<file path="config.mk">
export PLATFORM = sky130hd
export DESIGN_NAME = branch_ctrl_flat
export DESIGN_NICKNAME = d
export VERILOG_FILES = /design/src/rtl/branch_ctrl_pkg.sv /design/src/rtl/branch_ctrl_if.sv /design/src/rtl/branch_ctrl_cmp.sv /design/src/rtl/branch_ctrl.sv /design/src/flat_wrapper.sv
export SDC_FILE = /design/constraint.sdc
export NUM_CORES = 1
export LEC_CHECK = 0
export ABC_AREA = 1
export CAP_MARGIN = 40
export CORE_ASPECT_RATIO = 1.75
export CORE_MARGIN = 8
export CORE_UTILIZATION = 55
export CTS_BUF_LIST = sky130_fd_sc_hd__clkbuf_2
export DETAILED_ROUTE_END_ITERATION = 12
export HOLD_SLACK_MARGIN = 0.03
export PLACE_DENSITY = 0.9
export SYNTH_ARGS = -nofsm -noshare
export SYNTH_HDL_FRONTEND = slang
export SYNTH_HIERARCHICAL = 1
export SYNTH_SLANG_ARGS = --single-unit
</file>
<file path="constraint.sdc">
create_clock -name clk -period 2.6 [get_ports clk]
set_input_delay 0.26 -clock clk [delete_from_list [all_inputs] [get_ports clk]]
set_output_delay 0.26 -clock clk [all_outputs]
set_load 0.02 [all_outputs]
</file>
<file path="src/rtl/branch_ctrl_pkg.sv">
// Shared rv32i definitions used by the branch controller and its comparator:
// the brOp encodings and the controller state enum.
package rv32i_pkg;

  // brOp encodings; 00XXX means no transfer, 1XXXX is an unconditional jump
  localparam logic [4:0] BR_NONE    = 5'b00000;
  localparam logic [4:0] BR_EQ      = 5'b01000;
  localparam logic [4:0] BR_NE      = 5'b01001;
  localparam logic [4:0] BR_LT      = 5'b01100;
  localparam logic [4:0] BR_GE      = 5'b01101;
  localparam logic [4:0] BR_LTU     = 5'b01110;
  localparam logic [4:0] BR_GEU     = 5'b01111;
  localparam int         BR_JMP_MSB = 4;

  typedef enum logic [1:0] {
    IDLE  = 2'd0,
    EVAL  = 2'd1,
    REDIR = 2'd2
  } brCtrlState_t;

endpackage

</file>
<file path="src/rtl/branch_ctrl_if.sv">
// Decode request / fetch redirect bundle of the branch controller.
// master = decode+fetch side, slave = branch_ctrl.
interface branch_ctrl_if #(parameter int XLEN = 32);

  logic            req_valid;
  logic            req_ready;
  logic [4:0]      req_brOp;
  logic            req_jalr;
  logic [XLEN-1:0] req_rs1;
  logic [XLEN-1:0] req_rs2;
  logic [XLEN-1:0] req_pc;
  logic [XLEN-1:0] req_imm;
  logic            redir_valid;
  logic            redir_ready;
  logic [XLEN-1:0] redir_pc;
  logic            flush;
  logic            done;
  logic            done_taken;
  logic            misalign;

  modport master (
    output req_valid, req_brOp, req_jalr, req_rs1, req_rs2, req_pc, req_imm,
    output redir_ready,
    input  req_ready, redir_valid, redir_pc, flush, done, done_taken, misalign
  );

  modport slave (
    input  req_valid, req_brOp, req_jalr, req_rs1, req_rs2, req_pc, req_imm,
    input  redir_ready,
    output req_ready, redir_valid, redir_pc, flush, done, done_taken, misalign
  );

endinterface

</file>
<file path="src/rtl/branch_ctrl_cmp.sv">
// br_cmp: combinational branch condition evaluator.
// Unconditional jumps always take; no-op and undefined encodings never take.
module br_cmp
  import rv32i_pkg::*;
#(
  parameter int XLEN = 32
) (
  input  logic [4:0]      i_brOp,
  input  logic [XLEN-1:0] i_rs1,
  input  logic [XLEN-1:0] i_rs2,
  output logic            o_taken
);

  // Decode the op and evaluate the signed/unsigned relation
  always_comb begin
    o_taken = 1'b0;
    if (i_brOp[BR_JMP_MSB]) begin
      o_taken = 1'b1;
    end else begin
      case (i_brOp)
        BR_EQ:   o_taken = (i_rs1 == i_rs2);
        BR_NE:   o_taken = (i_rs1 != i_rs2);
        BR_LT:   o_taken = ($signed(i_rs1) <  $signed(i_rs2));
        BR_GE:   o_taken = ($signed(i_rs1) >= $signed(i_rs2));
        BR_LTU:  o_taken = (i_rs1 <  i_rs2);
        BR_GEU:  o_taken = (i_rs1 >= i_rs2);
        default: o_taken = 1'b0;
      endcase
    end
  end

endmodule

</file>
<file path="src/rtl/branch_ctrl.sv">
// branch_ctrl: multi-cycle branch/jump resolution controller.
// IDLE latches a request, EVAL resolves condition and target, REDIR holds
// the redirect until fetch accepts it.
// Optional feature macro: BRANCH_CTRL_STATS_EN adds stat_total/stat_taken.
module branch_ctrl
  import rv32i_pkg::*;
#(
  parameter int XLEN = 32
) (
  input  logic        clk,
  input  logic        rst_n,
  branch_ctrl_if.slave bus
`ifdef BRANCH_CTRL_STATS_EN
  ,
  output logic [31:0] stat_total,
  output logic [31:0] stat_taken
`endif
);

  brCtrlState_t    r_state;
  brCtrlState_t    w_nextState;
  logic [4:0]      r_brOp;
  logic            r_jalr;
  logic [XLEN-1:0] r_rs1;
  logic [XLEN-1:0] r_rs2;
  logic [XLEN-1:0] r_pc;
  logic [XLEN-1:0] r_imm;
  logic [XLEN-1:0] r_redirPc;

  logic [XLEN-1:0] w_base;
  logic [XLEN-1:0] w_sum;
  logic [XLEN-1:0] w_target;
  logic            w_taken;
  logic            w_misal;
  logic            w_accept;
  logic            w_goRedir;
  logic            w_flush;
  logic            w_done;
  logic            w_doneTaken;
  logic            w_misalign;

  br_cmp #(.XLEN(XLEN)) u_cmp (
    .i_brOp  (r_brOp),
    .i_rs1   (r_rs1),
    .i_rs2   (r_rs2),
    .o_taken (w_taken)
  );

  // Target adder works only on latched fields so no req_* input reaches an output
  always_comb begin
    w_base   = r_jalr ? r_rs1 : r_pc;
    w_sum    = w_base + r_imm;
    w_target = r_jalr ? {w_sum[XLEN-1:1], 1'b0} : w_sum;
    w_misal  = (w_target[1:0] != 2'b00);
  end

  assign w_accept  = (r_state == IDLE) && bus.req_valid;
  assign w_goRedir = (r_state == EVAL) && w_taken && !w_misal;

  // State register
  always_ff @(posedge clk or negedge rst_n) begin
    if (!rst_n) begin
      r_state <= IDLE;
    end else begin
      r_state <= w_nextState;
    end
  end

  // Next-state decode
  always_comb begin
    w_nextState = r_state;
    case (r_state)
      IDLE:    if (bus.req_valid) w_nextState = EVAL;
      EVAL:    w_nextState = w_goRedir ? REDIR : IDLE;
      REDIR:   if (bus.redir_ready) w_nextState = IDLE;
      default: w_nextState = IDLE;
    endcase
  end

  // Capture the request fields on accept
  always_ff @(posedge clk or negedge rst_n) begin
    if (!rst_n) begin
      r_brOp <= '0;
      r_jalr <= 1'b0;
      r_rs1  <= '0;
      r_rs2  <= '0;
      r_pc   <= '0;
      r_imm  <= '0;
    end else if (w_accept) begin
      r_brOp <= bus.req_brOp;
      r_jalr <= bus.req_jalr;
      r_rs1  <= bus.req_rs1;
      r_rs2  <= bus.req_rs2;
      r_pc   <= bus.req_pc;
      r_imm  <= bus.req_imm;
    end
  end

  // Hold the redirect target from EVAL until the next redirect
  always_ff @(posedge clk or negedge rst_n) begin
    if (!rst_n) begin
      r_redirPc <= '0;
    end else if (w_goRedir) begin
      r_redirPc <= w_target;
    end
  end

  // Handshake pulses: flush coincides with the redirect being taken by fetch
  always_comb begin
    w_flush     = (r_state == REDIR) && bus.redir_ready;
    w_misalign  = (r_state == EVAL) && w_taken && w_misal;
    w_done      = ((r_state == EVAL) && !w_goRedir) || w_flush;
    w_doneTaken = w_misalign || w_flush;
  end

  assign bus.req_ready   = (r_state == IDLE);
  assign bus.redir_valid = (r_state == REDIR);
  assign bus.redir_pc    = r_redirPc;
  assign bus.flush       = w_flush;
  assign bus.done        = w_done;
  assign bus.done_taken  = w_doneTaken;
  assign bus.misalign    = w_misalign;

`ifdef BRANCH_CTRL_STATS_EN
  logic [31:0] r_statTotal;
  logic [31:0] r_statTaken;

  // Retirement counters, wrapping naturally at 32 bits
  always_ff @(posedge clk or negedge rst_n) begin
    if (!rst_n) begin
      r_statTotal <= '0;
      r_statTaken <= '0;
    end else begin
      if (w_done) r_statTotal <= r_statTotal + 32'd1;
      if (w_done && w_doneTaken) r_statTaken <= r_statTaken + 32'd1;
    end
  end

  assign stat_total = r_statTotal;
  assign stat_taken = r_statTaken;
`endif

endmodule
</file>
<file path="src/flat_wrapper.sv">
// flat-port wrapper written by rule: the top's interface ports become plain ports
module branch_ctrl_flat import rv32i_pkg::*;
#(
  parameter int XLEN = 32
)
  (clk, rst_n, bus_req_valid, bus_req_brOp, bus_req_jalr, bus_req_rs1, bus_req_rs2, bus_req_pc, bus_req_imm, bus_redir_ready, bus_req_ready, bus_redir_valid, bus_redir_pc, bus_flush, bus_done, bus_done_taken, bus_misalign);
  branch_ctrl_if #(.XLEN(XLEN)) bus_i ();
  input  logic clk;
  input  logic rst_n;
  input wire logic [$bits(bus_i.req_valid)-1:0] bus_req_valid;
  input wire logic [$bits(bus_i.req_brOp)-1:0] bus_req_brOp;
  input wire logic [$bits(bus_i.req_jalr)-1:0] bus_req_jalr;
  input wire logic [$bits(bus_i.req_rs1)-1:0] bus_req_rs1;
  input wire logic [$bits(bus_i.req_rs2)-1:0] bus_req_rs2;
  input wire logic [$bits(bus_i.req_pc)-1:0] bus_req_pc;
  input wire logic [$bits(bus_i.req_imm)-1:0] bus_req_imm;
  input wire logic [$bits(bus_i.redir_ready)-1:0] bus_redir_ready;
  output wire logic [$bits(bus_i.req_ready)-1:0] bus_req_ready;
  output wire logic [$bits(bus_i.redir_valid)-1:0] bus_redir_valid;
  output wire logic [$bits(bus_i.redir_pc)-1:0] bus_redir_pc;
  output wire logic [$bits(bus_i.flush)-1:0] bus_flush;
  output wire logic [$bits(bus_i.done)-1:0] bus_done;
  output wire logic [$bits(bus_i.done_taken)-1:0] bus_done_taken;
  output wire logic [$bits(bus_i.misalign)-1:0] bus_misalign;
  assign bus_i.req_valid = bus_req_valid;
  assign bus_i.req_brOp = bus_req_brOp;
  assign bus_i.req_jalr = bus_req_jalr;
  assign bus_i.req_rs1 = bus_req_rs1;
  assign bus_i.req_rs2 = bus_req_rs2;
  assign bus_i.req_pc = bus_req_pc;
  assign bus_i.req_imm = bus_req_imm;
  assign bus_i.redir_ready = bus_redir_ready;
  assign bus_req_ready = bus_i.req_ready;
  assign bus_redir_valid = bus_i.redir_valid;
  assign bus_redir_pc = bus_i.redir_pc;
  assign bus_flush = bus_i.flush;
  assign bus_done = bus_i.done;
  assign bus_done_taken = bus_i.done_taken;
  assign bus_misalign = bus_i.misalign;
  branch_ctrl #(.XLEN(XLEN)) u_core (.clk(clk), .rst_n(rst_n), .bus(bus_i));
endmodule
</file>
==> impl_metrics.csv <==
group,metric,value,unit
cts,cts_tree,"yes",
floorplan,initial_utilization,55.45,%
worst_hold_path,min_from,"bus_req_pc[1]",
layout,final_common_cell,"nand2_1",
worst_hold_path,hold_end,"u_core/r_pc[1]$_DFFE_PN0P_",
logic_synthesis,synthesis.nets,1669,
layout,regArea,0.004205,sq mm
power_and_ir_drop,leakagePower,7.846,nW
setup_path,slowest_stage,"dfrtp_1",
logic_synthesis,synth.avg_cell_area,6.930,sq um
detailed_routing,routed_wl,37060,um
sta,hold_viol_final,0,
cts,cts_htree_levels,4,
sta,worstMarginPinSlew,0.6364,ns
layout,fillers,1150,
setup_path,rrSetupSlack,-0.30,ns
setup_path,crit_family,"simple AND/OR/NAND/NOR gates",
sta,period_share,132.7,%
global_route,antenna_found_initial,5,
logic_synthesis,yosysTopAreaCellShare,41.35,%
place,hpwl,22740,um
setup_path,crit_fanout,4,
layout,multiInputGateArea,0.005480,sq mm
power_and_ir_drop,internal-power,9.207,mW
setup_path,rr_endpoint,"u_core/bus.redir_pc[10]$_DFFE_PN0P_",
power_and_ir_drop,total_power,18.80,mW
floorplan,dieHeight,195.9,um
sta,hold_ws,0.07880,ns
sta,setup_viol,37,
sta,min_period,3.450,ns
sta,skew,0.05037,ns
floorplan,die_w,118.8,um
sta,finalSetupTns,-9.760,ns
worst_hold_path,hp-class,"input port to flop",
cts,root_buffer,"clkbuf_2",
layout,mostFrequentLayoutCells,"772 x nand2_1, 170 x clkdlybuf4s50_1, 167 x dfrtp_1",
detailed_routing,drtIter0Drc,946,
worst_hold_path,holdPathStages,3,
floorplan,io_pins,176,
logic_synthesis,synth_area_leaders,"dfrtp_1 41%, nand2_1 29%, ha_1 7.8%",
setup_path,cp_slowest_stage_delay,0.45,ns
floorplan,rows,66,
cts,numCtsBuffers,17,
global_route,grt_max_degree,132,
setup_path,cp_cell_sequence,"inv_2 > ha_4 > nand2_4 > nor2_2 > nand4_1 > nor2_4 > nand2_4 > nand2_2 > nand2_2 > nand2_2 > nor2_4 > nor2_4 > nand3_4 > nand4_4 > nand3_2 > nand2_2 > buf_6",
cts,cts.sinks,168,
cts,clk_pin_slew,0.29,ns
detailed_routing,dr.pass1.iters,6,
layout,syn_to_final_growth,42.24,%
global_route,grt_pass1_wl,53960,um
global_route,overflow,0,
outcome,status,"finished with violations",
place,place_ws,-0.4553,ns
global_route,grt_pass1_vias,11070,
power_and_ir_drop,pwr-share-seq,25.0,%
detailed_routing,vias,11200,
setup_path,path_buf_inv,2,
cts,clockBufferDepth,2,
cts,clk_latency,0.77,ns
place,io_buffers,175,
logic_synthesis,yosysWarnings,6,
logic_synthesis,synth_top_cell_by_area,"dfrtp_1",
outcome,violations,"setup timing",
floorplan,core,0.01833,sq mm
detailed_routing,postRouteAntennaNets,0,
logic_synthesis,ys_ff_latch,168,
setup_path,crit_path_end_kind,"output port",
setup_path,reg2regPathDepth,20,
setup_path,critical_path_class,"flop to output port",
sta,relSlewSlack,57.57,%
logic_synthesis,syn_area,0.01017,sq mm
power_and_ir_drop,powerDensity,1300,mW/mm^2
power_and_ir_drop,clkPwrFrac,7.5,%
power_and_ir_drop,ir_drop,0.0007436,V
layout,drive_gt1_share,12.38,%
setup_path,crit_top_cell,"nand2_2",
power_and_ir_drop,switchingPower,9.595,mW
run,drv_cap,0,
detailed_routing,avgRoutedWirePerCell,17.99,um
place,gp_congestion,0.9237,
setup_path,startpoint_type,"flop",
power_and_ir_drop,switching_share,51.03,%
sta,slew_viol_final,0,
power_and_ir_drop,pwr-share-comb,67.5,%
setup_path,worstPathRequired,2.34,ns
sta,rsz0062_at_grt,"true",
setup_path,cp.arrival,3.19,ns
sta,finalWorstSetupSlack,-0.8497,ns
detailed_routing,drc,0,
logic_synthesis,ys_types,36,
detailed_routing,vias_per_cell,5.436,
sta,max_freq,289.9,MHz
logic_synthesis,synthCells,1467,
logic_synthesis,synth-seq-area-share,41.35,%
layout,finalNetCount,2006,
floorplan,dieArea,0.02326,sq mm
setup_path,rr_startpoint,"u_core/r_rs2[22]$_DFFE_PN0P_",
global_route,grtUsageTotal,29.37,%
-- final cells by class --
class	instances	area share [%]
multi-input cells	1089	37.90
flip-flops and latches	168	29.08
repair buffers	360	24.89
inverters	168	4.430
well taps	238	2.059
clock inverters	15	0.9691
clock buffers	17	0.5884
diodes	5	0.08653
-- power by group through the flow --
| stage | registers [mW] | clock network [mW] | logic [mW] |
|---|---|---|---|
| 3_5_place_dp | 4.58 | 0 | 10.6 |
| 4_1_cts | 4.52 | 1.39 | 11.4 |
| 3_3_place_gp | 4.50 | 0 | 10.4 |
| 2_1_floorplan | 4.70 | 0 | 7.07 |
| 5_1_grt | 4.79 | 1.54 | 13.8 |
| 6_report | 4.71 | 1.41 | 12.7 |
-- worst register-to-register path: cells and delay by family (launching register included) --
family	cells	cell delay, ns
AO/OA/AOI/OAI	1	0.05
adder cells (fa/ha/maj)	1	0.29
buffers and inverters	6	0.78
flip-flops	1	0.45
AND/OR/NAND/NOR	12	1.23
-- per-layer routing --
metal  GRT usage, %  wire length [um]
met5              0                 0
met3          4.692              2396
met2          54.60             19730
met4          20.30              2610
met1          29.04             12320
-- cell families (layout without fill, tap and decap cells) --
| group | Yosys count | count (layout) | synth area share [%] |
|---|---|---|---|
| XOR/XNOR | 14 | 14 | 1.206 |
| adder cells (fa/ha/maj) | 64 | 64 | 7.951 |
| other | 0 | 5 | 0 |
| AO/OA/AOI/OAI | 69 | 69 | 3.766 |
| AND/OR/NAND/NOR | 942 | 942 | 37.02 |
| flip-flops | 168 | 168 | 41.35 |
| buffers and inverters | 210 | 560 | 8.701 |
-- worst max-delay path by stage --
stage	startpoint	endpoint	cells after the start
floorplan	u_core/r_jalr$_DFFE_PN0P_	bus_done	12
global placement	u_core/r_rs1[27]$_DFFE_PN0P_	bus_done	15
detailed placement	u_core/r_rs1[27]$_DFFE_PN0P_	bus_done	15
CTS	u_core/r_rs2[21]$_DFFE_PN0P_	bus_done	17
global route	u_core/r_rs2[6]$_DFFE_PN0P_	bus_done	19
finish	u_core/r_rs2[22]$_DFFE_PN0P_	bus_done	17
-- per-stage QoR --
step                      std cells  utilization (%)  area, sq um
after global placement         1896            68.08        12480
after global routing           2060            78.88        14460
final                          2060            78.88        14460
after CTS                      2033            76.38        14000
after detailed placement       1896            68.08        12480
after floorplan                1467                -        10170
-- state kept, by name, indices dropped and copies added (netlist names) --
| register | cells |
|---|---|
| u_core/r_rs2 | 32 |
| u_core/r_pc | 32 |
| u_core/r_jalr | 1 |
| u_core/bus.redir_pc | 32 |
| u_core/r_state | 2 |
| u_core/r_rs1 | 32 |
| u_core/r_imm | 32 |
| u_core/r_brOp | 5 |
-- Yosys cell counts --
library cell  instances
a21o_1                1
a21oi_1              36
a21oi_2               1
a21oi_4               1
and2_1                1
buf_2                11
buf_4                18
buf_6                 2
clkbuf_1             11
dfrtp_1             168
fa_1                  1
ha_1                 63
inv_1               164
inv_2                 4
nand2_1             789
nand2_2              16
nand3_1              58
nand3_2               3
nand3b_1              3
nand4_1               6
nand4_2               1
nor2_1               47
nor2_2                6
nor2_4                4
nor3_1                6
nor3b_1               1
o21a_1                1
o21a_2                1
o21ai_0              11
o21ai_1              12
o21ai_2               1
o21bai_1              3
o31ai_1               1
or2_1                 1
xnor2_1              13
xor2_1                1
-- timing repair --
| item | 4_1_cts | 5_1_grt |
|---|---|---|
| endpoints found under the setup margin | 33 | 38 |
| pin swaps | 15 | 28 |
| cloned | 3 | 0 |
| resized for setup | 74 | 61 |
| hold buffers | 88 | 17 |
| hold endpoints to repair | 253 | 17 |
| setup buffers | 15 | 12 |
Note: power is estimated with default switching activity, not from simulation.
